**src/rtl/fsb8_target.sv**
```systemverilog
// FSB8 bus target: decodes multiplexed address/data cycles from the FSB8 initiator and
// replays each byte as a Wishbone master cycle, pacing the initiator through rdy_n.
module fsb8_target #(
  parameter int                ADDR_W     = 24,
  parameter logic [ADDR_W-1:0] BASE_ADDR  = ADDR_W'(24'hC10000),
  parameter logic [ADDR_W-1:0] ADDR_MASK  = ADDR_W'(24'hFF0000),
  parameter int                WB_TIMEOUT = 15
) (
  input  logic              clk,
  input  logic              rst,
  input  logic              ale_n,
  input  logic              cs_n,
  input  logic              cmd_n,
  input  logic              typ,
  input  logic              wr_n,
  input  logic [7:0]        ad_in,
  input  logic [7:0]        aah8,
  output logic [7:0]        ad_out,
  output logic              ad_oe,
  output logic              rdy_oe,
  input  logic              irq_req,
  output logic              irq_oe,
  output logic              bus_err,
  output logic [ADDR_W-1:0] wb_adr,
  output logic [7:0]        wb_dat_o,
  input  logic [7:0]        wb_dat_i,
  output logic              wb_we,
  output logic              wb_cyc,
  output logic              wb_stb,
  input  logic              wb_ack
);

  typedef enum logic [2:0] {
    S_IDLE, S_ADDR2, S_WAIT_CS, S_WB, S_RDY, S_NEXT, S_WAIT_END, S_MISS
  } state_t;

  localparam bit        NEED_A2 = (ADDR_W != 16);
  localparam logic [3:0] TMO_LAST = 4'(WB_TIMEOUT - 1);

  state_t            state, state_nx;
  logic [ADDR_W-1:0] addr_q;
  logic [ADDR_W-1:0] cap1, cap2;
  logic              hit1, hit2;
  logic              we_q, typ_q, seen_cs;
  logic [3:0]        tmo_cnt;
  logic              tmo;
  state_t            cap_ns;

  // First address cycle supplies A[15:0]; the second (24/32-bit buses) supplies the rest.
  assign cap1 = ADDR_W'({aah8, ad_in});

  if (ADDR_W == 32) begin : g_a32
    assign cap2 = {aah8, ad_in, addr_q[15:0]};
  end else if (ADDR_W == 24) begin : g_a24
    assign cap2 = {ad_in, addr_q[15:0]};
  end else begin : g_a16
    assign cap2 = addr_q;
  end

  assign hit1   = ((cap1 ^ BASE_ADDR) & ADDR_MASK) == '0;
  assign hit2   = ((cap2 ^ BASE_ADDR) & ADDR_MASK) == '0;
  assign tmo    = (tmo_cnt == TMO_LAST);
  assign cap_ns = NEED_A2 ? S_ADDR2 : (hit1 ? S_WAIT_CS : S_MISS);

  // NOTE: sequential state uses non-blocking assignments so every flop samples pre-edge values.
  always_ff @(posedge clk or posedge rst) begin
    if (rst) state <= S_IDLE;
    else     state <= state_nx;
  end

  // NOTE: defaulting state_nx first keeps every path assigned, so no latch is inferred.
  always_comb begin
    state_nx = state;
    case (state)
      S_IDLE:    if (!ale_n) state_nx = cap_ns;
      S_ADDR2:   if (!ale_n) state_nx = hit2 ? S_WAIT_CS : S_MISS;
                 else        state_nx = S_IDLE;
      S_WAIT_CS: if (!ale_n)     state_nx = cap_ns;
                 else if (!cs_n) state_nx = cmd_n ? S_WB : S_MISS;
      S_WB:      if (wb_ack || tmo) state_nx = S_RDY;
      S_RDY:     state_nx = typ_q ? S_NEXT : S_WAIT_END;
      S_NEXT:    state_nx = cs_n ? S_IDLE : S_WB;
      S_WAIT_END,
      S_MISS:    if (!ale_n)             state_nx = cap_ns;
                 else if (cs_n && seen_cs) state_nx = S_IDLE;
      default:   state_nx = S_IDLE;
    endcase
  end

  always_comb begin
    wb_cyc = (state == S_WB);
    wb_stb = wb_cyc;
    wb_we  = wb_cyc & we_q;
    wb_adr = wb_cyc ? addr_q : '0;
    rdy_oe = (state == S_RDY);
    // The initiator owns AD8 whenever it signals an address cycle.
    ad_oe  = rdy_oe & ~we_q & ale_n;
  end

  always_ff @(posedge clk or posedge rst) begin
    if (rst) begin
      addr_q   <= '0;
      we_q     <= 1'b0;
      typ_q    <= 1'b0;
      seen_cs  <= 1'b0;
      tmo_cnt  <= '0;
      ad_out   <= 8'h00;
      wb_dat_o <= 8'h00;
      bus_err  <= 1'b0;
      irq_oe   <= 1'b0;
    end else begin
      bus_err <= 1'b0;
      irq_oe  <= irq_req;
      if (state != S_WB) tmo_cnt <= '0;
      seen_cs <= (state == S_RDY) || (state == S_WAIT_CS && !cs_n);

      case (state)
        S_IDLE:  if (!ale_n) addr_q <= cap1;
        S_ADDR2: if (!ale_n) addr_q <= cap2;
        S_WAIT_CS: begin
          if (!ale_n) begin
            addr_q <= cap1;
          end else if (!cs_n && cmd_n) begin
            we_q  <= ~wr_n;
            typ_q <= typ;
            if (!wr_n) wb_dat_o <= ad_in;
          end
        end
        S_WB: begin
          if (wb_ack) begin
            if (!we_q) ad_out <= wb_dat_i;
          end else if (tmo) begin
            ad_out  <= 8'hFF;
            bus_err <= 1'b1;
          end else begin
            tmo_cnt <= tmo_cnt + 4'd1;
          end
        end
        S_RDY:  if (typ_q) addr_q <= addr_q + ADDR_W'(1);
        S_NEXT: if (!cs_n && we_q) wb_dat_o <= ad_in;
        S_WAIT_END, S_MISS: begin
          // A data phase must be seen before its cs_n release can end the transfer.
          if (!ale_n) begin
            addr_q  <= cap1;
            seen_cs <= 1'b0;
          end else begin
            seen_cs <= seen_cs | ~cs_n;
          end
        end
        default: ;
      endcase
    end
  end

endmodule

```
**config.mk**
```make
export PLATFORM = sky130hd
export DESIGN_NAME = fsb8_target
export DESIGN_NICKNAME = d
export VERILOG_FILES = /design/src/rtl/fsb8_target.sv
export SDC_FILE = /design/constraint.sdc
export NUM_CORES = 1
export LEC_CHECK = 0
export BUFFER_PORTS_ARGS = -buffer_cell sky130_fd_sc_hd__buf_2
export CORE_AREA = 4 4 95 97
export DETAILED_ROUTE_END_ITERATION = 7
export DIE_AREA = 0 0 99 101
export PLACE_DENSITY = 0.7
export SYNTH_ARGS = -nofsm -noshare
export SYNTH_HDL_FRONTEND = slang
export SYNTH_SLANG_ARGS = --single-unit
```
**constraint.sdc**
```tcl
create_clock -name clk -period 5.2 [get_ports clk]
set_clock_uncertainty 0.05 [all_clocks]
set_input_delay 1.04 -clock clk [delete_from_list [all_inputs] [get_ports clk]]
set_output_delay 1.04 -clock clk [all_outputs]
set_load 0.005 [all_outputs]
```
==> flow_summary.json, run 1 <==
{
  "run_status": "complete, no violations",
  "htree_levels": 2,
  "power_density_mw_per_mm2": 494,
  "final_nets": 453,
  "yosysWarnings": 0,
  "syn-num-nets": 390,
  "dr_total_vias": 2911,
  "cp.arrival_ps": 2210,
  "finalHoldViolations": 0,
  "ff_latch_area_mm2": 0.00130,
  "synthFlopType": "dfrtp_1",
  "final_cell_mix": "buf_2 (79), dfrtp_1 (52), nand2_1 (36)",
  "portBuffers": 79,
  "rsz0062_at_grt": "no",
  "num_rows": 33,
  "drive_above_1_share": 0.261,
  "startpoint_type": "register",
  "fillers": 791,
  "grt_pass1_wl_mm": 14.2,
  "setup_tns_ps": 0,
  "timing.fmax_ghz": 0.303,
  "fin_crit_sh": 0.634,
  "start_util": 0.390,
  "slew_violations": 0,
  "cts-buffers-inserted": 5,
  "clock_latency_ps": 300,
  "critical_path_required_ps": 4110,
  "peakVddDrop_mv": 0.228,
  "antenna_found_initial": 0,
  "critPathCaptureType": "output pin",
  "io_pins": 80,
  "wl_mm": 8.34,
  "worstMarginPinSlew_ps": 730,
  "r2r_cells": 6,
  "p_leak_nw": 1.77,
  "synth-edff-count": 0,
  "cts_num_sinks": 52,
  "drc_errors": 0,
  "crit-reg2reg-launch": "state[2]",
  "routedWlPerCell_um": 16.0,
  "drv_cap": 0,
  "cts_resized": 0,
  "synth_top_area_share": 0.410,
  "die_w_um": 99,
  "synth_area_leaders": "dfrtp_1 (41%), and3_1 (5.3%), o21ai_0 (4.9%), nand2_1 (4.3%), mux2_4 (3.8%)",
  "hold_depth": 2,
  "antenna_left": 0,
  "fin_ws_ps": 1900,
  "path_clk_slew_ps": 110,
  "min_path_type": "register to register",
  "synth_top_cell_by_area": "dfrtp_1",
  "netlist-cell-type-count": 57,
  "critPathMaxFanout": 28,
  "hold_start": "ad_out[1]",
  "grt_max_degree": 53,
  "multi_input_area_mm2": 0.00170,
  "syn_inst": 354,
  "coreArea_mm2": 0.00813,
  "post-cts-setup-buffer-count": 0,
  "dp_hpwl_mm": 5.94,
  "whs_endpoint": "ad_out[1]",
  "overflow": 0,
  "gp_congestion": 0.816,
  "cts_hold_buf": 0,
  "reg2reg_slack_ps": 2930,
  "max_slew_margin": 0.501,
  "clk_path_buf_depth": 2,
  "p_total_mw": 1.82,
  "viasPerCell": 5.57,
  "dr.pass1.iters": 6,
  "period_needed_ps": 3300,
  "final_common_cell": "buf_2",
  "hold_ws_ps": 437,
  "critPathKind": "register to output pin",
  "tritoncts": "yes",
  "syn_area_mm2": 0.00317,
  "seq_area_frac_synth": 0.410,
  "grt_pass1_vias": 2751,
  "chipHeight_um": 101,
  "pre_cts_slack_ps": 2280,
  "area_growth_pct": 16.3,
  "root_buffer": "clkbuf_8",
  "synthArstFlopShare": 1.00,
  "grt_usage": 0.173,
  "die-area_mm2": 0.0100,
  "r2r-end": "ad_out[4]",
  "dr.first_iter.drc_count": 323,
  "synth-seq-cells": 52,
  "diodes": 0,
  "synth.avg_cell_area_um2": 8.96,
  "finalSetupViolCount": 0
}
[synthesized netlist by cell type, drive strengths merged (2+ instances only)]
library cell  count
a22o              8
a32oi             6
and3             27
xor2              2
clkbuf            9
o21ai            37
and4              5
o22ai             4
mux2i             3
dfrtp            52
o211ai            8
a32o              2
inv              11
buf              18
mux2              9
a22oi             6
nor2b            12
o32ai             2
nor2             24
nor3b             3
nand2b            2
a31oi             5
nand4             5
o32a              2
o31ai             4
a2bb2oi           2
ha                3
nor3              7
a21oi            15
nand2            36
and2              3
nand3             7
[layout make-up]
class	count	area share
repair buffers	83	0.115
inverters	11	0.0112
clock inverters	3	0.00678
well taps	105	0.0356
flip-flops and latches	52	0.353
multi-input cells	264	0.460
clock buffers	5	0.0187
[sequential cells by signal (all words and copies together) (netlist names)]
register and count:
seen_cs 1, irq_oe 1, tmo_cnt 4, typ_q 1, wb_dat_o 8, state 3
ad_out 8, bus_err 1, we_q 1, addr_q 24
[through the flow]
step / std cells / util / cell area (um^2)
after floorplan: 354 / - / 3170
after global placement: 515 / 0.442 / 3590
after detailed placement: 515 / 0.442 / 3590
after CTS: 523 / 0.453 / 3690
after global routing: 523 / 0.453 / 3690
final: 523 / 0.453 / 3690
[report_power, final]
group	internal, mW	leakage [nW]	total, mW	switching [mW]
Clock	0.0985	0.0452	0.244	0.146
Sequential	0.561	0.658	0.726	0.164
Combinational	0.370	1.06	0.853	0.483
[cell families after synthesis]
group,Yosys count,synth area share
compound gates,109,0.233
xor+xnor,3,0.00829
fa+ha+maj,3,0.0118
buf+inv,38,0.0549
flops,52,0.410
mux,12,0.0509
simple gates,137,0.231
[worst max path at each step]
stage / start / to / slack (ps) / cells past startpoint
2_1_floorplan: ale_n / ad_oe / 2610 / 2
3_3_place_gp: state[2] / ad_oe / 2340 / 6
3_5_place_dp: state[2] / ad_oe / 2280 / 6
4_1_cts: state[2] / ad_oe / 1930 / 6
5_1_grt: state[2] / ad_oe / 1720 / 6
6_report: state[2] / ad_oe / 1900 / 6
[per-layer routing]
layer | track usage | part of all wire | wire length [um]
met2 | 0.261 | 0.44 | 3690
met4 | 0.0315 | 0.0056 | 47
met3 | 0.0339 | 0.076 | 635
met1 | 0.258 | 0.48 | 3970
met5 | 0 | 0 | 0
[worst max-delay path, cell delays in order, from the launching register on]
cell,delay [ps]
dfrtp_1,670
and2b_1,300
nand2b_1,80
buf_4,230
inv_2,310
and3_1,200
buf_2,100
Power figures use the tool's default switching activity.
==> run 2: changes to the inputs <==
==> constraint.sdc (replaced) <==
create_clock -name clk -period 3.2 [get_ports clk]
set_clock_uncertainty 0.05 [all_clocks]
set_input_delay 0.64 -clock clk [delete_from_list [all_inputs] [get_ports clk]]
set_output_delay 0.64 -clock clk [all_outputs]
set_load 0.005 [all_outputs]
==> run 2 against run 1 <==
Against the previous run: register-to-register slack worse by 2000 ps; routed wire length is 6.0% higher; clock-buffer cell count stayed put; via count is 2.5% higher; critical endpoint is now wb_adr[4]; sequential power is 67% higher.
==> flow_summary.json, run 2 (synthesis results as in run 1) <==
{
  "run_status": "complete, no violations",
  "critPathKind": "register to output pin",
  "post-cts-setup-buffer-count": 0,
  "period_needed_ps": 2770,
  "dp.cells": 516,
  "p_leak_nw": 1.77,
  "start_util": 0.390,
  "startpoint_type": "register",
  "max_slew_margin": 0.468,
  "placed_cell_area_mm2": 0.00360,
  "dr_total_vias": 2985,
  "p_total_mw": 2.99,
  "drv_cap": 0,
  "routedWlPerCell_um": 16.9,
  "drc_errors": 0,
  "viasPerCell": 5.70,
  "final_common_cell": "buf_2",
  "fin_area_mm2": 0.00370,
  "slew_violations": 0,
  "setup_tns_ps": 0,
  "worstMarginPinSlew_ps": 777,
  "die_w_um": 99,
  "critPathCaptureType": "output pin",
  "final_cell_mix": "buf_2 (79), dfrtp_1 (52), nand2_1 (36)",
  "path_clk_slew_ps": 100,
  "min_path_type": "primary input to async pin",
  "clock_latency_ps": 310,
  "antenna_left": 0,
  "antenna_found_initial": 0,
  "timing.fmax_ghz": 0.361,
  "hold_ws_ps": 307,
  "tritoncts": "yes",
  "dp_hpwl_mm": 6.29,
  "fillers": 810,
  "rsz0062_at_grt": "no",
  "critical_path_required_ps": 2510,
  "die-area_mm2": 0.0100,
  "io_pins": 80,
  "postLayoutCoreUtil": 0.455,
  "largest-register": "addr_q",
  "clk_path_buf_depth": 2,
  "chipHeight_um": 101,
  "drive_above_1_share": 0.263,
  "cp.arrival_ps": 2080,
  "cts_resized": 0,
  "peakVddDrop_mv": 0.380,
  "area_growth_pct": 16.7,
  "grt_max_degree": 31,
  "power_density_mw_per_mm2": 809,
  "gp_congestion": 0.882,
  "cts_hold_buf": 0,
  "portBuffers": 79,
  "fin_crit_sh": 0.865,
  "coreArea_mm2": 0.00813,
  "grt_pass1_wl_mm": 14.2,
  "wl_mm": 8.84,
  "htree_levels": 2,
  "final_nets": 454,
  "final_cells": 524,
  "finalHoldViolations": 0,
  "largest_reg_flops": 24,
  "dr.pass1.iters": 5,
  "largest_registers": "addr_q (24), ad_out (8), wb_dat_o (8)",
  "grt_usage": 0.174,
  "pre_cts_slack_ps": 792,
  "cts_num_sinks": 52,
  "dr.first_iter.drc_count": 233,
  "critPathMaxFanout": 24,
  "fin_ws_ps": 432,
  "root_buffer": "clkbuf_8",
  "cts-buffers-inserted": 5,
  "num_rows": 33,
  "grt_pass1_vias": 2786,
  "diodes": 0,
  "finalSetupViolCount": 0,
  "overflow": 0
}
-- run 2: cell count changes in the layout (fill, tap and decap cells not counted) --
cell | previous run | this run
inv_8 | 0 | 1
clkinv_4 | 0 | 1
inv_6 | 2 | 0
buf_4 | 4 | 5
-- run 2: worst paths after layout --
path | slack, ps | startpoint | end | depth (start not counted)
max | 430 | state[2] | wb_adr[4] | 5
min | 310 | rst | addr_q[17] | 2
max reg2reg | 900 | state[2] | ad_out[1] | 6
min reg2reg | 440 | ad_out[3] | ad_out[3] | 2
max in group asynchronous | 2030 | rst | addr_q[22] | 3
min in group clk | 380 | irq_req | irq_oe | 1
-- run 2: final cells by class --
| type | count | area [um^2] | area share |
|---|---|---|---|
| inverters | 11 | 41.3 | 0.0112 |
| repair buffers | 84 | 433 | 0.117 |
| clock inverters | 3 | 27.5 | 0.00744 |
| well taps | 105 | 131 | 0.0355 |
| flip-flops and latches | 52 | 1300 | 0.352 |
| multi-input cells | 264 | 1700 | 0.458 |
| clock buffers | 5 | 68.8 | 0.0186 |
-- run 2: where the power goes --
part	internal (mW)	switching [mW]
registers	0.912	0.299
clock network	0.161	0.239
logic	0.607	0.772
total	1.68	1.31
-- run 2: critical path, stage by stage, from the launching register on --
cell,delay (ps)
dfrtp_1,580
nor2b_2,180
buf_4,260
nand2_1,330
nor2_1,270
buf_2,150
-- run 2: metal layers --
metal  track usage  vias to the layer above  routed length (um)
li1              -                     1434                   -
met1         0.246                     1410                4030
met2         0.281                      130                4030
met3        0.0298                       11                 708
met4        0.0399                        0                  76
met5             0                        -                   0
